### config.mk
export PLATFORM = sky130hd
export DESIGN_NAME = uart_tx
export DESIGN_NICKNAME = d
export VERILOG_FILES = /design/src/rtl/uart_tx_pkg.sv /design/src/rtl/uart_tx_baud_tick_gen.sv /design/src/rtl/uart_tx.sv
export SDC_FILE = /design/constraint.sdc
export NUM_CORES = 1
export LEC_CHECK = 0
export CORE_ASPECT_RATIO = 0.75
export CORE_UTILIZATION = 56
export CTS_CLUSTER_DIAMETER = 120
export DETAILED_ROUTE_END_ITERATION = 7
export GPL_TIMING_DRIVEN = 1
export PLACE_DENSITY = 0.83
export RECOVER_POWER = 100
export REMOVE_ABC_BUFFERS = 1
export SLEW_MARGIN = 20
export SYNTH_ARGS = -nofsm -noshare
export SYNTH_HDL_FRONTEND = slang
export SYNTH_SLANG_ARGS = --single-unit
### constraint.sdc
create_clock -name clk -period 2.08 [get_ports clk]
set_input_delay 0.52 -clock clk [delete_from_list [all_inputs] [get_ports clk]]
set_output_delay 0.52 -clock clk [all_outputs]
set_load 0.03 [all_outputs]
### src/rtl/uart_tx_pkg.sv
// -----------------------------------------------------------------------------
// Definitions
//   Shared types and helpers for the UART link (transmitter and receiver).
//   Contents:
//     CeilLog2   - constant function giving the bit width needed for a counter
//                  range 0..value-1 (never less than 1)
//     tx_state_e - transmitter FSM states; PARITY is only reachable when the
//                  UART_TX_PARITY_EN macro is defined
// -----------------------------------------------------------------------------
package Definitions;

  function automatic int CeilLog2(input int value);
    int r;
    r = 0;
    while ((1 << r) < value) begin
      r = r + 1;
    end
    // A zero-width counter is not legal, so clamp to one bit.
    if (r < 1) begin
      r = 1;
    end
    return r;
  endfunction

  typedef enum logic [2:0] {
    IDLE   = 3'd0,
    START  = 3'd1,
    DATA   = 3'd2,
    PARITY = 3'd3,
    STOP   = 3'd4
  } tx_state_e;

endpackage

### src/rtl/uart_tx_baud_tick_gen.sv
// -----------------------------------------------------------------------------
// baud_tick_gen
//   Bit-period timer shared by the UART transmitter and receiver. A counter
//   runs 0..BIT_CYCLES-1 and wraps; tick is high for the single cycle in which
//   the counter holds its last value, so the consumer advances one bit on the
//   edge where the counter wraps back to 0.
//   Parameters:
//     BIT_CYCLES - clk cycles per bit (FREQUENCY/BAUDRATE), must be >= 2
//   Ports:
//     clk   in  system clock
//     rst   in  asynchronous active-low reset
//     clear in  holds the counter at 0 while high (suppresses tick)
//     tick  out one-cycle pulse, counter wrap
// -----------------------------------------------------------------------------
module baud_tick_gen
  import Definitions::*;
#(
  parameter int BIT_CYCLES = 16
) (
  input  logic clk,
  input  logic rst,
  input  logic clear,
  output logic tick
);

  localparam int CNT_W = CeilLog2(BIT_CYCLES);
  localparam logic [CNT_W-1:0] CNT_LAST = CNT_W'(BIT_CYCLES - 1);

  logic [CNT_W-1:0] cnt_q;
  logic [CNT_W-1:0] cnt_d;

  always_comb begin
    cnt_d = cnt_q;
    if (clear || (cnt_q == CNT_LAST)) begin
      cnt_d = '0;
    end else begin
      cnt_d = cnt_q + CNT_W'(1);
    end
  end

  // Derived from the counter register only; clear masks it so the consumer
  // never sees a stale wrap on the cycle it restarts the count.
  assign tick = !clear && (cnt_q == CNT_LAST);

  always_ff @(posedge clk or negedge rst) begin
    if (!rst) begin
      cnt_q <= '0;
    end else begin
      cnt_q <= cnt_d;
    end
  end

endmodule

### src/rtl/uart_tx.sv
// -----------------------------------------------------------------------------
// uart_tx
//   Asynchronous serial transmitter: start bit, WORD_LENGTH data bits LSB
//   first, optional even-parity bit, one stop bit. The line idles high.
//   Build option:
//     UART_TX_PARITY_EN - when defined, one even-parity bit (XOR of the word)
//                         is sent after the data; otherwise no parity bit.
//   Parameters:
//     WORD_LENGTH - data bits per frame
//     FREQUENCY   - clk frequency in Hz
//     BAUDRATE    - line bit rate; FREQUENCY/BAUDRATE must be >= 2
//   Ports:
//     clk      in  system clock
//     rst      in  asynchronous active-low reset (aborts any frame)
//     TX_data  in  word to send, sampled on the accept cycle only
//     transmit in  start request, accepted when busy is low
//     TX_out   out serial line (registered)
//     busy     out high from the accept edge until the frame ends
//     sent     out one-cycle pulse when the stop bit completes
// -----------------------------------------------------------------------------
module uart_tx
  import Definitions::*;
#(
  parameter int WORD_LENGTH = 8,
  parameter int FREQUENCY   = 50000000,
  parameter int BAUDRATE    = 9600
) (
  input  logic                   clk,
  input  logic                   rst,
  input  logic [WORD_LENGTH-1:0] TX_data,
  input  logic                   transmit,
  output logic                   TX_out,
  output logic                   busy,
  output logic                   sent
);

  localparam int BIT_CYCLES = FREQUENCY / BAUDRATE;
  localparam int BCNT_W     = CeilLog2(WORD_LENGTH + 1);
  localparam logic [BCNT_W-1:0] LAST_BIT = BCNT_W'(WORD_LENGTH - 1);

  tx_state_e              state_q, state_d;
  logic [WORD_LENGTH-1:0] shift_q, shift_d;
  logic [BCNT_W-1:0]      bit_cnt_q, bit_cnt_d;
  logic                   tx_q, tx_d;
  logic                   busy_q, busy_d;
  logic                   sent_q, sent_d;
`ifdef UART_TX_PARITY_EN
  logic                   parity_q, parity_d;
`endif

  logic tick;
  logic baud_clear;

  // Holding the timer cleared in IDLE means it starts from 0 on the accept
  // edge, so every bit lasts exactly BIT_CYCLES from there on.
  assign baud_clear = (state_q == IDLE);

  baud_tick_gen #(
    .BIT_CYCLES(BIT_CYCLES)
  ) u_baud (
    .clk  (clk),
    .rst  (rst),
    .clear(baud_clear),
    .tick (tick)
  );

  // Next-state logic.
  always_comb begin
    state_d   = state_q;
    shift_d   = shift_q;
    bit_cnt_d = bit_cnt_q;
    sent_d    = 1'b0;
`ifdef UART_TX_PARITY_EN
    parity_d  = parity_q;
`endif
    case (state_q)
      IDLE: begin
        if (transmit) begin
          shift_d   = TX_data;
          bit_cnt_d = '0;
`ifdef UART_TX_PARITY_EN
          // Parity is captured with the word since the shifter is consumed.
          parity_d  = ^TX_data;
`endif
          state_d   = START;
        end
      end
      START: begin
        if (tick) begin
          state_d = DATA;
        end
      end
      DATA: begin
        if (tick) begin
          shift_d   = shift_q >> 1;
          bit_cnt_d = bit_cnt_q + BCNT_W'(1);
          if (bit_cnt_q == LAST_BIT) begin
`ifdef UART_TX_PARITY_EN
            state_d = PARITY;
`else
            state_d = STOP;
`endif
          end
        end
      end
`ifdef UART_TX_PARITY_EN
      PARITY: begin
        if (tick) begin
          state_d = STOP;
        end
      end
`endif
      STOP: begin
        if (tick) begin
          state_d = IDLE;
          sent_d  = 1'b1;
        end
      end
      default: begin
        state_d = IDLE;
      end
    endcase
  end

  // Line level and busy are decoded from the *next* state so that they are
  // registered yet change on the same edge as the state itself.
  always_comb begin
    tx_d = 1'b1;
    case (state_d)
      START:   tx_d = 1'b0;
      DATA:    tx_d = shift_d[0];
`ifdef UART_TX_PARITY_EN
      PARITY:  tx_d = parity_d;
`endif
      default: tx_d = 1'b1;
    endcase
    busy_d = (state_d != IDLE);
  end

  always_ff @(posedge clk or negedge rst) begin
    if (!rst) begin
      state_q   <= IDLE;
      shift_q   <= '0;
      bit_cnt_q <= '0;
      tx_q      <= 1'b1;
      busy_q    <= 1'b0;
      sent_q    <= 1'b0;
`ifdef UART_TX_PARITY_EN
      parity_q  <= 1'b0;
`endif
    end else begin
      state_q   <= state_d;
      shift_q   <= shift_d;
      bit_cnt_q <= bit_cnt_d;
      tx_q      <= tx_d;
      busy_q    <= busy_d;
      sent_q    <= sent_d;
`ifdef UART_TX_PARITY_EN
      parity_q  <= parity_d;
`endif
    end
  end

  assign TX_out = tx_q;
  assign busy   = busy_q;
  assign sent   = sent_q;

endmodule

==> summary.txt, run 1 <==
Outcome
  • Status: finished, final reports clean

Detailed routing
  • Routed len/inst: 16.8 um
  • DR vias/cell: 6.07
  • DRT Pass-1 Iters: 4
  • Via count: 1,190
  • Iter 0 DRT Violations: a little over 90
  • Post-route ant nets: 0
  • DRC violations left: 0
  • WL final: 3.29 mm

Hold path
  • HP Class: flop to flop

Timing
  • Fin crit share: 93.9%
  • Final setup margin: between 100 and 150 ps
  • Skew final: ~9 ps
  • Max-slew headroom: 50.6%
  • Slew @ Worst Pin: 741 ps
  • Endpoints failing setup: 0
  • Total negative slack: 0 ps
  • RSZ-0062 raised after global routing: no
  • Final Hold Viols: 0
  • Fin crit period: 1950 ps
  • Max Slew Vio Count: 0
  • Fmax: 512 MHz

Place
  • Port bufs: 13
  • DP Worst Slack: 44.0 ps
  • Placed instance count: between 150 and 200
  • Final Wtd Congestion: 0.867
  • HPWL after DPL: roughly 2.3 mm

Job
  • Max cap viols: 0

Setup path
  • CP Class: flop to flop
  • Crit path required time: 2360 ps
  • CP Launch Type: flop
  • Worst Path Max Fanout: 7
  • Data arrival time of the worst path: 2240 ps
  • CP endpoint kind: flop

CTS
  • Clock Latency Late Sink: about 340 ps
  • H-Tree Depth: 2
  • Clock sink total: 31
  • TritonCTS clock tree: built
  • Root buf cell: clkbuf_4
  • Clock buffer depth: 2
  • CTS Buf Count: 5
  • Clock-pin slew on the worst setup and hold paths: about 100 ps

Global route
  • Vias in the first global route: 1,008
  • Met3 Use GR: 7.28%
  • First-pass GRT wire length: between 5 and 6 mm
  • GRT busiest layer: met2
  • Grt total ovfl: 0
  • Initial antenna violation count: 0
  • Met1 GRT Util: 33.2%
  • Maximum number of pins on one net before global-route repair: 32
  • Total GRT Usage: 24.2%
  • GRT met2 Usage: 35.7%

Cells and area
  • Area grow syn2layout: 16.2%
  • Filler cell count: between 200 and 250
  • Area of the multi-input gates: 732 sq um
  • # diodes: 0
  • Register area: 777 sq um
  • Final #Nets: 172
  • Post-Layout Cell Count: 196
  • Proportion of layout cells with a drive suffix above 1: roughly a fifth

Power
  • Leakage power: 0.801 nW
  • Max VDD drop: around 0.42 mV
  • Total power per unit cell area: 810 nW/um^2

Yosys
  • Ys Warns: 0
  • #FFs+latches synth: 31
  • Synth Instances: 140
  • Synth cell types: 41
  • Mean Syn Cell Area: 10.9 sq um
  • Post-synthesis sequential area ratio: 50.7%
  • Synthesized area: 1530 sq um

Floorplan
  • Initial Util: 58.9%
  • Die height: 47.3 um
  • Die Wd: 62.4 um
  • Cell Rows: 16
  • Core area: 2600 sq um
  • IO Pins: 14
  • Die area: 2950 sq um
## per-stage QoR
stage	utilization, %	total power [W]	cell area [sq um]	hold slack [ps]
after detailed placement	65.7	0.00104	1710	457
final	68.5	0.00144	1780	476
after CTS	68.4	0.00144	1780	469
after global placement	65.7	0.00102	1710	436
after global routing	68.5	0.00152	1780	497
after floorplan	-	0.000935	1510	224
## flip-flops by register name (all words and copies together), names as in the netlist
signal	count
u_baud.cnt_q	13
shift_q	8
sent	1
TX_out	1
bit_cnt_q	4
state_q	3
busy	1
## cells in the final DEF (no fill, tap or decap), types with 2 or more instances in the layout
master           count
clkbuf_4             5
nand4_1              5
clkbuf_1             2
inv_1                2
nor4bb_1             2
clkdlybuf4s50_1     11
a21oi_1              2
or3_1                2
nand4bb_1            3
buf_4                3
xor2_1               9
and4_1               2
and2_1               2
clkbuf_8             2
or4_1                2
a21o_2               6
nand2_1             11
o21ai_0              2
nor2_1              13
a22o_2               6
nand3b_1             2
and3_1               2
nand3_1              9
dfrtp_1             30
o211ai_1             2
## layout make-up
cell class,count,area share (%)
Clock buffer,8,3.86
Multi-Input combinational cell,102,41.1
Tap cell,36,2.53
Inverter,2,0.421
Sequential cell,31,43.6
Timing Repair Buffer,17,8.50
## cells in the mapped netlist
| cell | count | area [sq um] |
|---|---|---|
| o211ai_1 | 2 | 15.0 |
| o21ai_0 | 2 | 10.0 |
| a22o_2 | 6 | 60.1 |
| dfrtp_1 | 30 | 751 |
| mux2_2 | 1 | 11.3 |
| nand4_1 | 5 | 31.3 |
| a21bo_2 | 1 | 10.0 |
| or4_1 | 2 | 15.0 |
| o311ai_0 | 1 | 8.76 |
| and2_1 | 2 | 12.5 |
| a21oi_1 | 2 | 10.0 |
| nand4bb_1 | 3 | 33.8 |
| or3b_4 | 1 | 11.3 |
| nor4_1 | 1 | 6.26 |
| buf_6 | 1 | 11.3 |
| a31oi_1 | 1 | 6.26 |
| or3_1 | 2 | 12.5 |
| and3_1 | 2 | 12.5 |
| nand2_1 | 12 | 45.0 |
| nor4b_1 | 1 | 8.76 |
| nand3_1 | 9 | 45.0 |
| nor3_1 | 1 | 5.00 |
| a21o_2 | 6 | 52.6 |
| clkbuf_1 | 3 | 11.3 |
| buf_2 | 1 | 5.00 |
| o22ai_1 | 1 | 6.26 |
| nor2_2 | 1 | 6.26 |
| xor2_1 | 9 | 78.8 |
| mux2_4 | 1 | 15.0 |
| dfstp_2 | 1 | 26.3 |
| nor2_1 | 13 | 48.8 |
| nor4bb_1 | 3 | 30.0 |
| nand3b_1 | 2 | 15.0 |
| a31o_1 | 1 | 8.76 |
| inv_1 | 2 | 7.51 |
| nand4b_1 | 1 | 8.76 |
| and4_1 | 2 | 17.5 |
| ha_1 | 2 | 25.0 |
| xnor2_1 | 1 | 8.76 |
| a22oi_1 | 1 | 7.51 |
| nor4_4 | 1 | 21.3 |
## power breakdown
| group | internal [W] | total [W] | switching (W) |
|---|---|---|---|
| registers | 0.000694 | 0.000780 | 0.0000862 |
| clock network | 0.000199 | 0.000397 | 0.000198 |
| logic | 0.000134 | 0.000266 | 0.000132 |
| total | 0.00103 | 0.00144 | 0.000416 |
## worst paths after layout
path	from	end	slack [ps]	depth (start not counted)
worst min register to register	u_baud.cnt_q[0]	u_baud.cnt_q[0]	480	1
worst max register to register	u_baud.cnt_q[0]	bit_cnt_q[3]	130	5
min in group asynchronous	rst	u_baud.cnt_q[4]	770	2
max in group asynchronous	rst	state_q[0]	840	2
worst max-delay path	u_baud.cnt_q[0]	bit_cnt_q[3]	130	5
worst min-delay path	u_baud.cnt_q[0]	u_baud.cnt_q[0]	480	1
## worst max-delay path: stages, from the launching register on
cell      delay, ps
dfrtp_1         380
ha_2            280
nor4bb_2        390
nand4b_1        250
or4_1           530
nand2_1          80
## kinds of logic (layout without fill, tap and decap cells)
logic type                 after synthesis  after routing  synth area share [%]
adders and majority gates                2              2                  1.63
buffers and inverters                    7             27                  2.29
xor gates and xnor gates                10             10                  5.71
DFF                                     31             31                  50.7
muxes                                    2              2                  1.71
AOI/OAI and AO/OA                       24             24                  12.7
and+or+nand+nor                         64             64                  25.2
## per-layer routing
layer	up-vias	wire length (um)
li1	556	-
met1	587	1500
met2	38	1560
met3	9	171
met4	0	58
met5	-	0
## what timing repair did
| item | CTS | global route |
|---|---|---|
| hold buffers | 0 | 0 |
| endpoints found under the setup margin | 0 | 15 |
| setup buffers | 0 | 0 |
| gates resized for setup | 0 | 4 |
(Power assumes the default switching activity.)
==> run 2: changes to the inputs <==
--- a/config.mk
+++ b/config.mk
@@ -5,13 +5,14 @@
 export SDC_FILE = /design/constraint.sdc
 export NUM_CORES = 1
 export LEC_CHECK = 0
+export ABC_AREA = 1
 export CORE_ASPECT_RATIO = 0.75
-export CORE_UTILIZATION = 56
+export CORE_UTILIZATION = 57
 export CTS_CLUSTER_DIAMETER = 120
 export DETAILED_ROUTE_END_ITERATION = 7
 export GPL_TIMING_DRIVEN = 1
-export PLACE_DENSITY = 0.83
-export RECOVER_POWER = 100
+export PLACE_DENSITY = 0.84
+export RECOVER_POWER = 25
 export REMOVE_ABC_BUFFERS = 1
 export SLEW_MARGIN = 20
 export SYNTH_ARGS = -nofsm -noshare
==> run 2 against run 1 <==
  * Sequential power fell by 22%
  * Maximum frequency down 1.4%
  * Global-route usage up 0.78 points
  * Synthesized cell count rose by 46%
  * Non-clock buffer count is 3 lower
  * Critical path type is now flop to output pin
  * Clock power increased by 12%
  * Largest power group unchanged
  * Register-to-register slack improved by 370 ps
  * Total power decreased by 25%
==> summary.txt, run 2 <==
Outcome
  • Status: finished, final reports clean

Cells and area
  • Biggest regs: u_baud.cnt_q (13), shift_q (8), bit_cnt_q (4)
  • Filler cell count: 205 (-0.97%)
  • Register name with the most flops: u_baud.cnt_q
  • Most common cell after layout, fill and taps aside: nand2_1
  • Max reg flops: 13 (unchanged)
  • # diodes: 0 (unchanged)
  • Post-Layout Cell Count: 262 (+34%)
  • Most frequent cells in the layout: nand2_1 (57), dfrtp_1 (30), nor2_1 (18)
  • Design Area, Final: 1960 sq um (+9.8%)
  • Final #Nets: 238 (+38%)
  • Area grow syn2layout: 15.4%
  • Final core occ: 71.8% (+3.4 points)
  • Proportion of layout cells with a drive suffix above 1: 19.9% (-0.71 points)

Detailed routing
  • Iter 0 DRT Violations: 90 (-3.2%)
  • Post-route ant nets: 0 (unchanged)
  • Via count: 1,372 (+15%)
  • DRC violations left: 0 (unchanged)
  • Routed len/inst: 12.2 um (-27%)
  • WL final: 3.20 mm (-2.6%)
  • DR vias/cell: 5.24 (-14%)
  • DRT Pass-1 Iters: 4 (unchanged)

CTS
  • Hold Buf Count CTS: 0 (unchanged)
  • Cts repair resizes: 0 (unchanged)
  • Clock Latency Late Sink: 280 ps (-60 ps)
  • Clock buffer depth: 2 (unchanged)
  • H-Tree Depth: 2 (unchanged)
  • CTS Buf Count: 5 (unchanged)
  • TritonCTS clock tree: built
  • Clock sink total: 31 (unchanged)
  • Post-CTS Setup Bufs: 0 (unchanged)
  • Clock-pin slew on the worst setup and hold paths: 60 ps (-40 ps)
  • Root buf cell: clkbuf_8

Yosys
  • Synthesized area: 1700 sq um (+11%)
  • Yosys top cell by area: dfrtp_1
  • Largest cells by area after synthesis: dfrtp_1 (44%), nand2_1 (13%), nand3_1 (4.4%)
  • Yosys top cell area share: 44.3% (-4.7 points)
  • #FFs+latches synth: 31 (unchanged)
  • Synth cell count leaders: nand2_1 (57), dfrtp_1 (30), nor2_1 (18)
  • Ys Warns: 0 (unchanged)
  • Top FF cell, synth: dfrtp_1
  • Synth cell types: 28 (-32%)
  • Synth Instances: 204 (+46%)
  • Count leader, synth: nand2_1
  • Post-synth EDFFs: 0 (unchanged)
  • Post-synthesis sequential area ratio: 45.8% (-4.9 points)
  • Mean Syn Cell Area: 8.31 sq um (-24%)
  • FFs w/ async S/R, synth: 100% (unchanged)

Floorplan
  • Die Wd: 65.0 um (+4.1%)
  • Die height: 49.2 um (+4.1%)
  • Core area: 2720 sq um (+4.6%)
  • IO Pins: 14 (unchanged)
  • Die area: 3200 sq um (+8.3%)
  • Initial Util: 62.3% (+3.4 points)
  • Cell Rows: 16 (unchanged)

Global route
  • Maximum number of pins on one net before global-route repair: 32 (unchanged)
  • First-pass GRT wire length: 5.91 mm (+17%)
  • Grt total ovfl: 0 (unchanged)
  • Total GRT Usage: 25.0% (+0.78 points)
  • Vias in the first global route: 1,324 (+31%)
  • Initial antenna violation count: 0 (unchanged)

Setup path
  • Crit path required time: 1560 ps (-800 ps)
  • CP Class: flop to output pin
  • Critical path buffers and inverters: 1 (+1)
  • Data arrival time of the worst path: 1460 ps (-780 ps)
  • Crit-path cells: clkdlybuf4s50_1
  • Crit-path slowest cell: clkdlybuf4s50_1
  • Crit-path max cell delay: 660 ps (+130 ps)
  • Delay-heaviest family, CP: buffers and inverters
  • Worst Path Max Fanout: 1 (-6)
  • CP Launch Type: flop
  • CP endpoint kind: output pin

Power
  • Internal power: 0.000859 W (-16%)
  • P_sw: 0.000226 W (-46%)
  • Clock power frac: 41.2% (+14 points)
  • Max VDD drop: 0.441 mV (+5.9%)
  • Part of the power in registers: 55.8% (+1.7 points)
  • Combinational Power Share: 3.1% (-15 points)
  • Sw Ratio: 20.8% (-8.0 points)
  • Leakage power: 0.969 nW (+21%)
  • Total power per unit cell area: 555 nW/um^2 (-32%)

Place
  • HPWL after DPL: 2.44 mm (+6.2%)
  • Final Wtd Congestion: 0.814 (-6.2%)
  • Placed instance count: 254 (+35%)
  • Port bufs: 13 (unchanged)
  • DP Area: 1880 sq um (+9.8%)

Timing
  • Total negative slack: 0 ps (unchanged)
  • Final Hold Viols: 0 (unchanged)
  • Max-slew headroom: 51.0% (+0.45 points)
  • Skew final: 2.15 ps (-6.80 ps)
  • Max Slew Vio Count: 0 (unchanged)
  • Fin crit share: 95.2% (+1.3 points)
  • Fmax: 505 MHz (-1.4%)
  • RSZ-0062 raised after global routing: no
  • Fin crit period: 1980 ps (+27.2 ps)
  • Slew @ Worst Pin: 734 ps (-6.72 ps)
  • Endpoints failing setup: 0 (unchanged)

Job
  • Max cap viols: 0 (unchanged)

Hold path
  • HP Class: flop to flop
-- run 2: final timing paths --
path                                  from               end  slack [ps]  depth (start not counted)
max                                 TX_out            TX_out         100                          1
min                        u_baud.cnt_q[0]   u_baud.cnt_q[0]         460                          1
max reg2reg                u_baud.cnt_q[0]   u_baud.cnt_q[8]         500                         10
min reg2reg                u_baud.cnt_q[0]   u_baud.cnt_q[0]         460                          1
max in group asynchronous              rst        shift_q[5]         790                          2
min in group asynchronous              rst  u_baud.cnt_q[10]         830                          2
-- run 2: cell type report --
type | instances | area [sq um] | area share, %
clock buffers | 8 | 80.1 | 4.09
repair buffers | 14 | 135 | 6.91
inverters | 27 | 108 | 5.50
multi-input cells | 146 | 811 | 41.5
flip-flops and latches | 31 | 777 | 39.7
well taps | 36 | 45.0 | 2.30
-- run 2: kinds of logic (layout without fill, tap and decap cells) --
group	Yosys count	in the layout	synth area share [%]
fa+ha+maj	2	2	1.48
simple gates	129	129	40.7
flops	31	31	45.8
xor+xnor	2	2	1.03
buf+inv	27	49	6.35
compound gates	13	13	4.58
-- run 2: through the flow --
step	hold slack, ps	total power [W]	setup slack (ps)
2_1_floorplan	224	0.000619	686
3_5_place_dp	459	0.000651	318
5_1_grt	488	0.00113	71.4
3_3_place_gp	444	0.000651	376
6_report	464	0.00108	99.9
4_1_cts	468	0.00110	80.5
-- run 2: worst reg2reg max path: stages (launching register included) --
cell,delay (ps)
dfrtp_1,400
ha_1,210
nand2_1,80
inv_1,70
nand2_1,150
nor2_8,80
nand2_4,90
nand2_4,100
inv_2,150
o21ai_2,70
a21oi_1,110
-- run 2: power by group through the flow --
stage | logic [W] | clock network, W | registers (W)
floorplan | 0.00000323 | 0 | 0.000616
global placement | 0.0000351 | 0 | 0.000616
detailed placement | 0.0000359 | 0 | 0.000616
CTS | 0.0000358 | 0.000458 | 0.000605
global route | 0.0000387 | 0.000482 | 0.000604
finish | 0.0000332 | 0.000446 | 0.000605
-- run 2: layer usage --
layer	GRT usage (%)	part of all wire (%)	up-vias
li1	-	-	681
met5	0	0	-
met4	10.0	1.8	0
met3	6.31	4.9	8
met2	37.7	46	37
met1	34.3	48	646
